--- src/rtl/id_ex_operand_stage.sv ---
`default_nettype none
// ============================================================================
// Module   : id_ex_operand_stage
// Brief    : ID/EX pipeline register with EX-stage operand forwarding and
//            load-use hazard detection.
// Revision : 1.0 - initial release
// ============================================================================
module id_ex_operand_stage #(
    parameter int XLEN       = 64,
    parameter int REG_ADDR_W = 5
) (
    input  logic                  clk,
    input  logic                  reset,
    input  logic                  id_valid,
    input  logic [XLEN-1:0]       id_rs1_data,
    input  logic [XLEN-1:0]       id_rs2_data,
    input  logic [XLEN-1:0]       id_imm,
    input  logic [REG_ADDR_W-1:0] id_rs1,
    input  logic [REG_ADDR_W-1:0] id_rs2,
    input  logic [REG_ADDR_W-1:0] id_rd,
    input  logic [3:0]            id_alu_op,
    input  logic                  id_alu_src,
    input  logic [4:0]            id_ctrl,
    input  logic                  stall,
    input  logic                  flush,
    input  logic                  exmem_reg_write,
    input  logic [REG_ADDR_W-1:0] exmem_rd,
    input  logic [XLEN-1:0]       exmem_result,
    input  logic                  memwb_reg_write,
    input  logic [REG_ADDR_W-1:0] memwb_rd,
    input  logic [XLEN-1:0]       memwb_result,
    output logic                  ex_valid,
    output logic [XLEN-1:0]       mux_1_out_alu_in,
    output logic [XLEN-1:0]       mux_ex_out_alu_in,
    output logic [3:0]            ALUOp,
    output logic [XLEN-1:0]       ex_store_data,
    output logic [REG_ADDR_W-1:0] ex_rd,
    output logic [4:0]            ex_ctrl,
    output logic                  load_use_stall
);

    // id_ctrl = {branch, mem_to_reg, mem_write, mem_read, reg_write}
    localparam int C_MEM_READ_BIT = 1;

    logic                  r_valid;
    logic [XLEN-1:0]       r_rs1_data;
    logic [XLEN-1:0]       r_rs2_data;
    logic [XLEN-1:0]       r_imm;
    logic [REG_ADDR_W-1:0] r_rs1;
    logic [REG_ADDR_W-1:0] r_rs2;
    logic [REG_ADDR_W-1:0] r_rd;
    logic [3:0]            r_alu_op;
    logic                  r_alu_src;
    logic [4:0]            r_ctrl;

    logic [XLEN-1:0]       w_fwd_rs1;
    logic [XLEN-1:0]       w_fwd_rs2;

    // Flush zeroes the data fields too, so a bubble is fully inert.
    always_ff @(posedge clk) begin
        if (reset || flush) begin
            r_valid    <= 1'b0;
            r_rs1_data <= '0;
            r_rs2_data <= '0;
            r_imm      <= '0;
            r_rs1      <= '0;
            r_rs2      <= '0;
            r_rd       <= '0;
            r_alu_op   <= '0;
            r_alu_src  <= 1'b0;
            r_ctrl     <= '0;
        end else if (!stall) begin
            r_valid    <= id_valid;
            r_rs1_data <= id_rs1_data;
            r_rs2_data <= id_rs2_data;
            r_imm      <= id_imm;
            r_rs1      <= id_rs1;
            r_rs2      <= id_rs2;
            r_rd       <= id_rd;
            r_alu_op   <= id_alu_op;
            r_alu_src  <= id_alu_src;
            r_ctrl     <= id_ctrl;
        end
    end

    // EX/MEM has the younger result, so it wins; x0 is never forwarded.
    always_comb begin
        w_fwd_rs1 = r_rs1_data;
        if (exmem_reg_write && (exmem_rd != '0) && (exmem_rd == r_rs1))
            w_fwd_rs1 = exmem_result;
        else if (memwb_reg_write && (memwb_rd != '0) && (memwb_rd == r_rs1))
            w_fwd_rs1 = memwb_result;

        w_fwd_rs2 = r_rs2_data;
        if (exmem_reg_write && (exmem_rd != '0) && (exmem_rd == r_rs2))
            w_fwd_rs2 = exmem_result;
        else if (memwb_reg_write && (memwb_rd != '0) && (memwb_rd == r_rs2))
            w_fwd_rs2 = memwb_result;
    end

    assign ex_valid          = r_valid;
    assign mux_1_out_alu_in  = w_fwd_rs1;
    assign mux_ex_out_alu_in = r_alu_src ? r_imm : w_fwd_rs2;
    assign ex_store_data     = w_fwd_rs2;
    assign ALUOp             = r_alu_op;
    assign ex_rd             = r_rd;
    assign ex_ctrl           = r_valid ? r_ctrl : 5'd0;

    assign load_use_stall = r_valid && r_ctrl[C_MEM_READ_BIT] && (r_rd != '0)
                            && ((r_rd == id_rs1) || (r_rd == id_rs2));

endmodule
`default_nettype wire
--- config.mk ---
export PLATFORM = sky130hd
export DESIGN_NAME = id_ex_operand_stage
export DESIGN_NICKNAME = d
export VERILOG_FILES = /design/src/rtl/id_ex_operand_stage.sv
export SDC_FILE = /design/constraint.sdc
export NUM_CORES = 1
export LEC_CHECK = 0
export CORE_AREA = 3 3 224 226
export CTS_CLUSTER_SIZE = 20
export DETAILED_ROUTE_END_ITERATION = 16
export DIE_AREA = 0 0 227 229
export PLACE_DENSITY = 0.61
export SETUP_SLACK_MARGIN = 0.05
export SYNTH_ARGS = -nofsm -noshare
export SYNTH_HDL_FRONTEND = slang
export SYNTH_SLANG_ARGS = --single-unit
export TNS_END_PERCENT = 10
--- constraint.sdc ---
create_clock -name clk -period 3.35 [get_ports clk]
set_input_delay 0.67 -clock clk [delete_from_list [all_inputs] [get_ports clk]]
set_output_delay 0.67 -clock clk [all_outputs]
set_load 0.05 [all_outputs]
; ---- After elaboration in Yosys (flattened, before gate mapping)
; Cells that the tools add are included.
[word_totals]
reg_bits = 218
input_bits = 362
output_inout_bits = 208
[op_classes]
n_eq_ne = 6
muxes = 6
reduce_logical = 14
[op_table]
columns = operator, n
row1 = 2-to-1 mux 64 bit, 5
row2 = == test 5 bit, 6
row3 = nonzero test 5 bit, 3
row4 = logical AND 1 bit, 9
row5 = 2-to-1 mux 5 bit, 1
row6 = logical OR 1 bit, 2

; ---- Depth between registers and ports, before layout
; Gate-level depths: netlist of run 1.
[depth]
ltp_word = 6
mapped_depth = 8
ltp_nobuf = 5

; ---- Worst setup path before layout of run 1
; No wires, ideal clock.
[synth_path]
path_type = input-to-output
from = input port memwb_rd[1]
to = output port mux_ex_out_alu_in[13]
t_arrival_ns = 3.240
required_time_ns = 2.680
slack_ns = -0.560
cell_stages = 6
n_path_buf = 1
cell_sequence = or4_4 o211ai_4 buf_6 o21ai_1 a31oi_1 mux2_1
[synth_via]
elab_chain_cells = 6
word_cells_on_any_way = 7
[synth_rtl]
columns = item, line
row1 = "start, declared", 30  ; input logic [REG_ADDR_W-1:0] memwb_rd,
row2 = nonzero test 5 bit, 97  ; else if (memwb_reg_write && (memwb_rd != '0) && (memwb_rd == r_rs2))
row3 = logical AND 1 bit, 97
row4 = logical AND 1 bit *, 97
row5 = 2-to-1 mux 64 bit *, 97
row6 = 2-to-1 mux 64 bit *, 95  ; if (exmem_reg_write && (exmem_rd != '0) && (exmem_rd == r_rs2))
row7 = named net ex_store_data[13], 36  ; output logic [XLEN-1:0] ex_store_data,
row8 = 2-to-1 mux 64 bit *, 103  ; assign mux_ex_out_alu_in = r_alu_src ? r_imm : w_fwd_rs2;
row9 = "end, declared", 34  ; output logic [XLEN-1:0] mux_ex_out_alu_in,
; Mark *: on every way through the listed nets, which the timed path passes. The rest lies on a longest branch.

; ---- Worst setup path in the final report of run 1
[layout_path]
from = register r_rs2[1]
to = output port mux_ex_out_alu_in[10]
[layout_via]
elab_chain_cells = 5
word_cells_on_any_way = 7
[layout_rtl]
columns = item, line
row1 = "start, declared", 50  ; logic [REG_ADDR_W-1:0] r_rs2;
row2 = "start signal, assigned", 78  ; r_rs2 <= id_rs2;
row3 = == test 5 bit, 97
row4 = logical AND 1 bit, 97
row5 = 2-to-1 mux 64 bit, 97
row6 = 2-to-1 mux 64 bit *, 95
row7 = 2-to-1 mux 64 bit *, 103
; Every way passes the cells marked *; elsewhere a longest branch is shown, timed or not.

==> results.md, run 1 <==
- CP Max Fanout: 6
- Worst skew pair latency: about 0.56 ns
- Clock Tree Buf Depth: 3
- Synth Register Bits: roughly 220
- Clock-pin transition on the worst setup and hold timing paths: around 0.060 ns
- Final-layout fill cell count: 4360
- Die area: 52000 µm²
- Antenna-violating nets left: 0
- WP buf/inv: 4
- Levels on crit path: 9
- Worst r2r src: r_alu_src
- RR Endpoint: r_alu_src
- Largest net degree at the start of global routing: 73
- Avg Synthesized Cell Area: 8.96 µm²
- HPWL Detailed: 43100 µm
- Final Hold Violating Endpoints: 0
- Crit path kind: flop to primary output
- Max cap viols: 0
- Clock Skew: 0 ns
- Most frequent cells in the layout: 363 x clkdlybuf4s50_1, 280 x mux2i_1, 280 x nor2_1
- Post-Syn Area: around 12000 µm²
- Seq/Total Area, Yosys: between 30% and 40%
- Setup Viol. Count Final: 67
- Worst path max stage delay: ~0.59 ns
- RePlAce Congestion: between 0.9 and 1
- Placed cells: roughly 2600
- Synth warn: 0
- Pins Over Slew Limit: 0
- Reg-to-reg setup timing slack: 1.96 ns
- Routed vias/inst: just under 5
- CTS buffer count: 29
- Normalized max-slew margin: 52.0%
- Sequential cell area: about 4400 µm²
- Crit path capture type: primary output
- Post-DR wirelength/cell: between 20 and 25 µm
- EDFF count, synth: 0
- Clock sink count: 218
- Startpoint type of the worst setup path: flop
- Die width: between 200 and 250 µm
- Worst-path cell chain: xor2_2, or4b_4, buf_12, buf_16, o21ai_2, buf_6, a31oi_4, mux2_4, buf_8
- Post-Syn Instances: 1348
- Aggregate global routing overflow: 0
- Area Overhead vs Synth: 96.0%
- Final wirelength: 62900 µm
- Detailed-route DRC error count: 0
- Max H-tree Level: 1
- Worst-Margin Slew: around 0.7 ns
- DR vias: roughly 13000
- Initial Utilization: approximately 25%
- Number of global-route vias before repair: about 14000
- Largest delay contributor family on the critical path: buffers and inverters
- Power Density: roughly 360 nW/µm²
- Layout Cells excl Fill: between 2000 and 3000
- Register-to-Register Path Depth: 3
- Hold Crit Class: flop to flop
- Placement Setup Slack: -0.448 ns
- Final core area utilization: 48.8%
- Crit path time final: 3.48 ns
- CP arrival: 2.81 ns
- Final Net Count: roughly 2400
- Placeable core region: approximately 49000 µm²
- Slowest cell on crit path: or4b_4
- First-pass GRT wire length: around 90000 µm
- CTS tree: done
- Hold Path Depth: 2
- Min Hold Slack: between 0.4 and 0.5 ns
- CTS root buf: clkbuf_16
- Synth cell types: 33
- RSZ-0062 raised after global routing: true
- Synth Flop Type: dfxtp_1
- Gr usage total: about 23%
- Drt first pass iters: 5
- Worst path required time: about 2.7 ns
- Io pins: 570
- Final period util: 104%
- Peak VDD IR: between 0.0003 and 0.0004 V
- Commonest non-fill, non-tap cell in the layout: clkdlybuf4s50_1
- Starting DRT DRC Count: 793
- Hold_buf cts: 0
- Share of post-route cells with drive strength above 1: around a third
- Async set or reset register ratio after synthesis: 0%
- Crit path from: r_rs2[1]
- Std cell rows: 81
- Final WS setup: -0.128 ns
- Initial antenna violation count: 7
- FMAX: approximately 290 MHz
- Number of buffers added on ports: ~570
- Failing checks: negative setup slack
- Leakage: 0.00929 µW
- Area of the multi-input gates: 8310 µm²
- Hold Startpoint: r_rs1_data[20]
- Status: complete, but fails checks
- Die H: 229 µm
- Setup crit end: mux_ex_out_alu_in[10]
- Syn Nets: around 1700
[Yosys cell counts, types with 2 or more instances]
cell type  count  area share [%]
buf_6         14             1.3
a31oi_2       53             5.5
mux2_1         6            0.56
nor2_1       282             8.8
buf_4          7            0.44
mux2i_1      282              23
a21oi_1       65             2.7
buf_2         25             1.0
dfxtp_1      218              36
xor2_1        11            0.80
or4_1          3            0.19
a31oi_1       11            0.57
buf_1         17            0.53
nor3_1        66             2.7
o21ai_0        6            0.25
nand3_1       67             2.8
and2_1         5            0.26
nand4_1        2            0.10
clkbuf_1      60             1.9
mux2_2        58             5.4
xnor2_1       19             1.4
o21ai_1       60             2.5
[where the power goes]
group / switching, µW / internal [µW] / total (µW)
clock network: 1300 / 1870 / 3170
registers: 78.1 / 2680 / 2760
logic: 1260 / 1270 / 2530
[layer usage]
metal	GRT usage, %	share of wire, %	vias up
met5	0	0.017	-
met4	7.98	3.8	2
met3	5.73	7.9	121
met2	38.5	47	580
met1	28.8	41	6306
li1	-	-	6118
[state kept, by name, summed over array words and instances (netlist names)]
name and cells:
ALUOp 4, ex_rd 5, r_rs1 5, r_imm 64
r_rs2_data 64, r_alu_src 1, r_rs1_data 64, r_rs2 5
r_ctrl 5, ex_valid 1
[logic make-up after synthesis]
kind of cell | synth area share, %
AOI/OAI and AO/OA | 11.9
DFF | 36.1
muxes | 29.3
xor gates and xnor gates | 2.18
buffers and inverters | 5.21
and+or+nand+nor | 15.2
[stage by stage]
step	TNS (ns)	cell area, µm²	power [µW]
floorplan	-10.27	12300	3830
global placement	-55.04	20500	5020
detailed placement	-59.96	20500	5040
CTS	-8.11	23000	8470
global route	-10.83	23700	8770
finish	-4.62	23700	8450
[final cells by class]
| class | count | area share (%) |
|---|---|---|
| well taps | 622 | 3.29 |
| clock buffers | 38 | 3.30 |
| repair buffers | 748 | 39.1 |
| diodes | 6 | 0.0634 |
| clock inverters | 15 | 0.698 |
| flip-flops and latches | 218 | 18.5 |
| multi-input cells | 1006 | 35.1 |
[worst min path at each step]
stage,endpoint,slack (ns)
2_1_floorplan,r_ctrl[4],0.45
3_3_place_gp,r_ctrl[0],0.47
3_5_place_dp,r_rs2_data[1],0.48
4_1_cts,r_imm[5],0.50
5_1_grt,r_rs1_data[42],0.52
6_report,r_rs1_data[20],0.49
[worst reg2reg max path: stages, from the launching register on]
cell and delay, ns:
dfxtp_4 0.77, buf_12 0.31, mux2i_1 0.12, nor2_1 0.11
[what timing repair did]
item / 4_1_cts / 5_1_grt
setup endpoints to repair: 192 / 191
pin swaps: 29 / 48
buffers inserted: 17 / 3
cloned: 16 / 2
resized for setup: 275 / 147
Note: power is estimated with default switching activity, not from simulation.
==> run 2: changes to the inputs <==
--- a/config.mk
+++ b/config.mk
@@ -5,12 +5,13 @@
 export SDC_FILE = /design/constraint.sdc
 export NUM_CORES = 1
 export LEC_CHECK = 0
-export CORE_AREA = 3 3 224 226
+export CORE_AREA = 2 2 223 225
 export CTS_CLUSTER_SIZE = 20
 export DETAILED_ROUTE_END_ITERATION = 16
-export DIE_AREA = 0 0 227 229
+export DIE_AREA = 0 0 225 227
 export PLACE_DENSITY = 0.61
 export SETUP_SLACK_MARGIN = 0.05
+export SLEW_MARGIN = 20
 export SYNTH_ARGS = -nofsm -noshare
 export SYNTH_HDL_FRONTEND = slang
 export SYNTH_SLANG_ARGS = --single-unit
==> results.md, run 2 (synthesis gave the netlist of run 1 again) <==
- Register-to-Register Path Depth: 3 (unchanged)
- Die H: 227 µm (-0.87%)
- Placeable core region: 48500 µm² (unchanged)
- Gr usage total: 22.9% (-0.12 points)
- Final core area utilization: 48.2% (-0.56 points)
- CP Max Fanout: 28 (+22)
- Hold Crit Class: flop to flop
- Clock-pin transition on the worst setup and hold timing paths: 0.06 ns (about the same)
- Status: complete, but fails checks
- Peak VDD IR: 0.000288 V (-14%)
- Share of post-route cells with drive strength above 1: 34.1% (-0.23 points)
- Crit path kind: primary input to primary output
- Clock Skew: 0 ns (unchanged)
- Commonest non-fill, non-tap cell in the layout: clkdlybuf4s50_1
- CTS buffer count: 27 (-6.9%)
- Max cap viols: 0 (unchanged)
- Final Net Count: 2363 (-0.085%)
- Die width: 225 µm (-0.88%)
- Worst path required time: 2.68 ns (about the same)
- Final Hold Violating Endpoints: 0 (unchanged)
- Fin area: 23400 µm² (-1.2%)
- Initial Utilization: 24.9% (unchanged)
- Io pins: 570 (unchanged)
- Setup Viol. Count Final: 58 (-13%)
- Clock sink count: 218 (unchanged)
- DR vias: 13100 (-0.053%)
- Number of buffers added on ports: 569 (unchanged)
- First-pass GRT wire length: 86900 µm (-3.9%)
- Antenna-violating nets left: 0 (unchanged)
- Power Density: 357 nW/µm² (-0.11%)
- FMAX: 290 MHz (+0.85%)
- Failing checks: negative setup slack
- Clock Tree Buf Depth: 3 (unchanged)
- Drt first pass iters: 7 (+2)
- CP arrival: 2.78 ns (-0.03 ns)
- Largest net degree at the start of global routing: 88 (+21%)
- RSZ-0062 raised after global routing: true
- CTS tree: done
- DP Area: 19700 µm² (-3.6%)
- Regs by FF count: r_imm x64, r_rs1_data x64, r_rs2_data x64
- Routed vias/inst: 4.96 (+0.29%)
- Std cell rows: 81 (unchanged)
- Area Overhead vs Synth: 93.8%
- Startpoint type of the worst setup path: primary input
- CTS root buf: clkbuf_16
- Pins Over Slew Limit: 0 (unchanged)
- Detailed-route DRC error count: 0 (unchanged)
- Initial antenna violation count: 5 (-2)
- Crit path capture type: primary output
- Number of global-route vias before repair: 13500 (-1.1%)
- Die area: 51100 µm² (-1.7%)
- Leakage: 0.00924 µW (-0.55%)
- Aggregate global routing overflow: 0 (unchanged)
- Hold Path Depth: 2 (unchanged)
- HPWL Detailed: 41800 µm (-3.0%)
- RePlAce Congestion: 0.898 (-1.5%)
- Post-DR wirelength/cell: 24.1 µm (+1.6%)
- Normalized max-slew margin: 55.8% (+3.8 points)
- Crit path time final: 3.45 ns (-0.0292 ns)
- Worst-Margin Slew: 0.663 ns (-0.0571 ns)
- Final WS setup: -0.0991 ns (+0.0292 ns)
- Worst skew pair latency: 0.54 ns (-0.02 ns)
- Final period util: 103% (-0.87 points)
- Min Hold Slack: 0.490 ns (-0.00146 ns)
- Max H-tree Level: 1 (unchanged)
- Starting DRT DRC Count: 644 (-19%)
- Fin Setup TNS: -2.45 ns (+2.17 ns)
- Final wirelength: 63700 µm (+1.3%)
- Hold_buf cts: 0 (unchanged)
- Most frequent cells in the layout: 364 x clkdlybuf4s50_1, 282 x mux2i_1, 282 x nor2_1
## run 2: what timing repair did
item,4_1_cts,5_1_grt
pin swaps,38,31
resized for setup,348,127
hold endpoints to repair,0,0
buffers inserted,26,3
cloned,21,7
setup endpoints to repair,192,184
## run 2: where the power goes
part	leakage (µW)	switching (µW)	internal, µW	total, µW
registers	0.00178	73.1	2680	2750
logic	0.00701	1280	1280	2560
clock network	0.000446	1230	1800	3030
## run 2: path summary, 6_finish.rpt
kind               start                   end  slack, ns
max          memwb_rd[4]  mux_ex_out_alu_in[6]       -0.1
min            r_ctrl[1]             r_ctrl[1]       0.49
max reg2reg    r_alu_src             r_alu_src       1.98
min reg2reg    r_ctrl[1]             r_ctrl[1]       0.49
## run 2: area by class of cell
type | instances | area (µm²)
clock buffers | 42 | 812
flip-flops and latches | 218 | 4380
clock inverters | 7 | 85.1
diodes | 1 | 2.50
multi-input cells | 1006 | 8240
repair buffers | 748 | 9100
fillers | 4380 | 25100
well taps | 622 | 778
## run 2: through the flow
stage	setup slack [ns]	instances	power [µW]
after floorplan	-0.149	1348	3830
after CTS	-0.136	2635	8320
after global placement	-0.404	2541	4910
final	-0.0991	2644	8350
after detailed placement	-0.422	2541	4930
after global routing	-0.141	2644	8620
## run 2: worst max-delay path: stages
cell     delay, ns
buf_8         0.10
or4_4         0.54
buf_6         0.14
o211a_4       0.25
buf_12        0.13
buf_12        0.15
nand3_1       0.16
a31oi_4       0.11
mux2_2        0.28
buf_4         0.19
## run 2: metal layers
layer	part of all wire [%]	GRT usage (%)	up-vias
li1	-	-	6085
met1	39	26.3	6276
met2	48	39.6	592
met3	7.7	6.34	161
met4	5.2	10.5	6
met5	0.064	0	-
==> run 3: changes to the inputs <==
--- a/config.mk
+++ b/config.mk
@@ -5,11 +5,13 @@
 export SDC_FILE = /design/constraint.sdc
 export NUM_CORES = 1
 export LEC_CHECK = 0
-export CORE_AREA = 2 2 223 225
+export ABC_AREA = 1
+export CORE_ASPECT_RATIO = 0.6
+export CORE_MARGIN = 2
+export CORE_UTILIZATION = 30
 export CTS_CLUSTER_SIZE = 20
 export DETAILED_ROUTE_END_ITERATION = 16
-export DIE_AREA = 0 0 225 227
-export PLACE_DENSITY = 0.61
+export PLACE_DENSITY = 0.69
 export SETUP_SLACK_MARGIN = 0.05
 export SLEW_MARGIN = 20
 export SYNTH_ARGS = -nofsm -noshare
==> results.md, run 3 <==
- Drt first pass iters: 6 (-1)
- Max H-tree Level: 1 (unchanged)
- Die H: 162 µm (-28%)
- First-pass GRT wire length: 89700 µm (+3.1%)
- HPWL Detailed: 44200 µm (+5.8%)
- Aggregate global routing overflow: 0 (unchanged)
- Final Net Count: 2829 (+20%)
- Final period util: 95.8% (-7.1 points)
- Post-DR wirelength/cell: 20.7 µm (-14%)
- Synth top area share: 34.8% (-1.4 points)
- Synth Register Bits: 218 (unchanged)
- Die area: 43500 µm² (-15%)
- Power Density: 372 nW/µm² (+4.4%)
- Async set or reset register ratio after synthesis: 0% (unchanged)
- Avg Synthesized Cell Area: 6.46 µm² (-28%)
- Top-count cell post-synth: nand2_1
- Post-Syn Area: 12600 µm² (+3.9%)
- Final core area utilization: 50.9% (+2.7 points)
- Crit path capture type: primary output
- Synth top cells by count: 705 x nand2_1, 258 x nand3_1, 218 x dfxtp_1
- Hold Crit Class: flop to flop
- Peak VDD IR: 0.000315 V (+9.2%)
- Clock Tree Buf Depth: 3 (unchanged)
- Gr usage total: 26.7% (+3.8 points)
- Status: completed
- Worst skew pair latency: 0.53 ns (about the same)
- Routed vias/inst: 5.16 (+4.0%)
- Initial Utilization: 30.7% (+5.8 points)
- Initial antenna violation count: 12 (+7)
- Synth Flop Type: dfxtp_1
- RSZ-0062 raised after global routing: true
- Placement Setup Slack: -0.129 ns (+0.292 ns)
- Final wirelength: 63300 µm (-0.69%)
- Synth cell types: 25 (-24%)
- Most frequent cells in the layout: 694 x nand2_1, 365 x clkdlybuf4s50_1, 250 x nand3_1
- CTS buffer count: 25 (-7.4%)
- CP Max Fanout: 7 (-75%)
- Top post-synthesis cells by area: dfxtp_1 35%, nand2_1 21%, nand3_1 10%
- Antenna-violating nets left: 0 (unchanged)
- RePlAce Congestion: 0.941 (+4.8%)
- Leakage: 0.00902 µW (-2.3%)
- Detailed-route DRC error count: 0 (unchanged)
- Pins Over Slew Limit: 0 (unchanged)
- Setup Viol. Count Final: 0 (-100%)
- Die width: 268 µm (+19%)
- Worst path required time: 2.68 ns (about the same)
- Starting DRT DRC Count: 1634 (+150%)
- Clock sink count: 218 (unchanged)
- Worst-Margin Slew: 0.966 ns (+0.303 ns)
- Regs by FF count: r_imm x64, r_rs1_data x64, r_rs2_data x64
- Seq/Total Area, Yosys: 34.8% (-1.4 points)
- Hold_buf cts: 0 (unchanged)
- Startpoint type of the worst setup path: primary input
- Crit path kind: primary input to primary output
- Max cap viols: 0 (unchanged)
- Post-Syn Instances: 1944 (+44%)
- CP arrival: 2.54 ns (-0.24 ns)
- Clock-pin transition on the worst setup and hold timing paths: 0.06 ns (about the same)
- Synth warn: 0 (unchanged)
- Share of post-route cells with drive strength above 1: 14.1% (-20 points)
- DR vias: 15700 (+20%)
- Syn Nets: 2306 (+35%)
- Final Hold Violating Endpoints: 0 (unchanged)
- CTS root buf: clkbuf_16
- Number of buffers added on ports: 569 (unchanged)
- Final WS setup: 0.140 ns (+0.239 ns)
- Area leader, netlist: dfxtp_1
- Placeable core region: 40900 µm² (-16%)
- Largest net degree at the start of global routing: 193 (+120%)
- Normalized max-slew margin: 35.6% (-20 points)
- DP Area: 19400 µm² (-1.6%)
- CTS tree: done
- Crit path time final: 3.21 ns (-0.239 ns)
- Fin area: 20800 µm² (-11%)
- Io pins: 570 (unchanged)
- Clock Skew: 0 ns (unchanged)
- Area Overhead vs Synth: 65.7%
- EDFF count, synth: 0 (unchanged)
- Number of global-route vias before repair: 15000 (+11%)
- FMAX: 312 MHz (+7.5%)
- Commonest non-fill, non-tap cell in the layout: nand2_1
- Std cell rows: 57 (-30%)
[run 3: critical path, stage by stage]
cell             delay (ns)
clkdlybuf4s50_1        0.51
o21ai_2                0.09
buf_4                  0.15
nor3_4                 0.19
buf_12                 0.18
buf_4                  0.12
nand3b_1               0.20
and2_1                 0.25
buf_4                  0.19
[run 3: logic make-up after synthesis]
| kind of cell | synth area share, % |
|---|---|
| simple gates | 45.1 |
| xor+xnor | 2.01 |
| buf+inv | 7.92 |
| compound gates | 10.2 |
| flops | 34.8 |
[run 3: layer usage]
metal,track usage (%),routed length [µm],vias up
met3,6.53,5950,141
met1,33.1,25400,7348
li1,-,-,7394
met4,8.86,1990,6
met2,45.4,29900,844
met5,0,41,-
[run 3: timing repair]
item | CTS | global route
pin swaps | 6 | 5
setup buffers | 5 | 10
resized for setup | 22 | 38
endpoints found under the setup margin | 157 | 160
gates cloned | 2 | 7
[run 3: power by group]
part / internal (µW) / switching (µW)
Clock: 1660 / 1150
Sequential: 2680 / 54.3
Combinational: 959 / 1230
[run 3: through the flow]
| stage | instances | total power (µW) | setup TNS [ns] | hold WS [ns] |
|---|---|---|---|---|
| final | 3050 | 7740 | 0 | 0.465 |
| after global routing | 3048 | 8030 | 0 | 0.479 |
| after CTS | 3026 | 7740 | 0 | 0.465 |
| after detailed placement | 2977 | 4910 | -0.701 | 0.455 |
| after global placement | 2977 | 4900 | -0.693 | 0.451 |
| after floorplan | 1944 | 3810 | 0 | 0.437 |
[run 3: path summary, 6_finish.rpt]
kind | slack (ns) | cells past startpoint | start | end
max reg2reg | 1.92 | 3 | r_alu_src | r_alu_src
max | 0.14 | 9 | exmem_reg_write | ex_store_data[60]
min reg2reg | 0.46 | 2 | r_imm[8] | r_imm[8]
min | 0.46 | 2 | r_imm[8] | r_imm[8]
[run 3: area by class of cell]
cell class                 count  area, µm²
sequential                   218       4370
fill                        4028      20100
clock inverter                 6        105
inverter                      76        290
antenna                        8       20.0
timing repair buffer         655       7270
multi-input combinational   1491       7350
tap                          560        701
clock buffer                  36        697
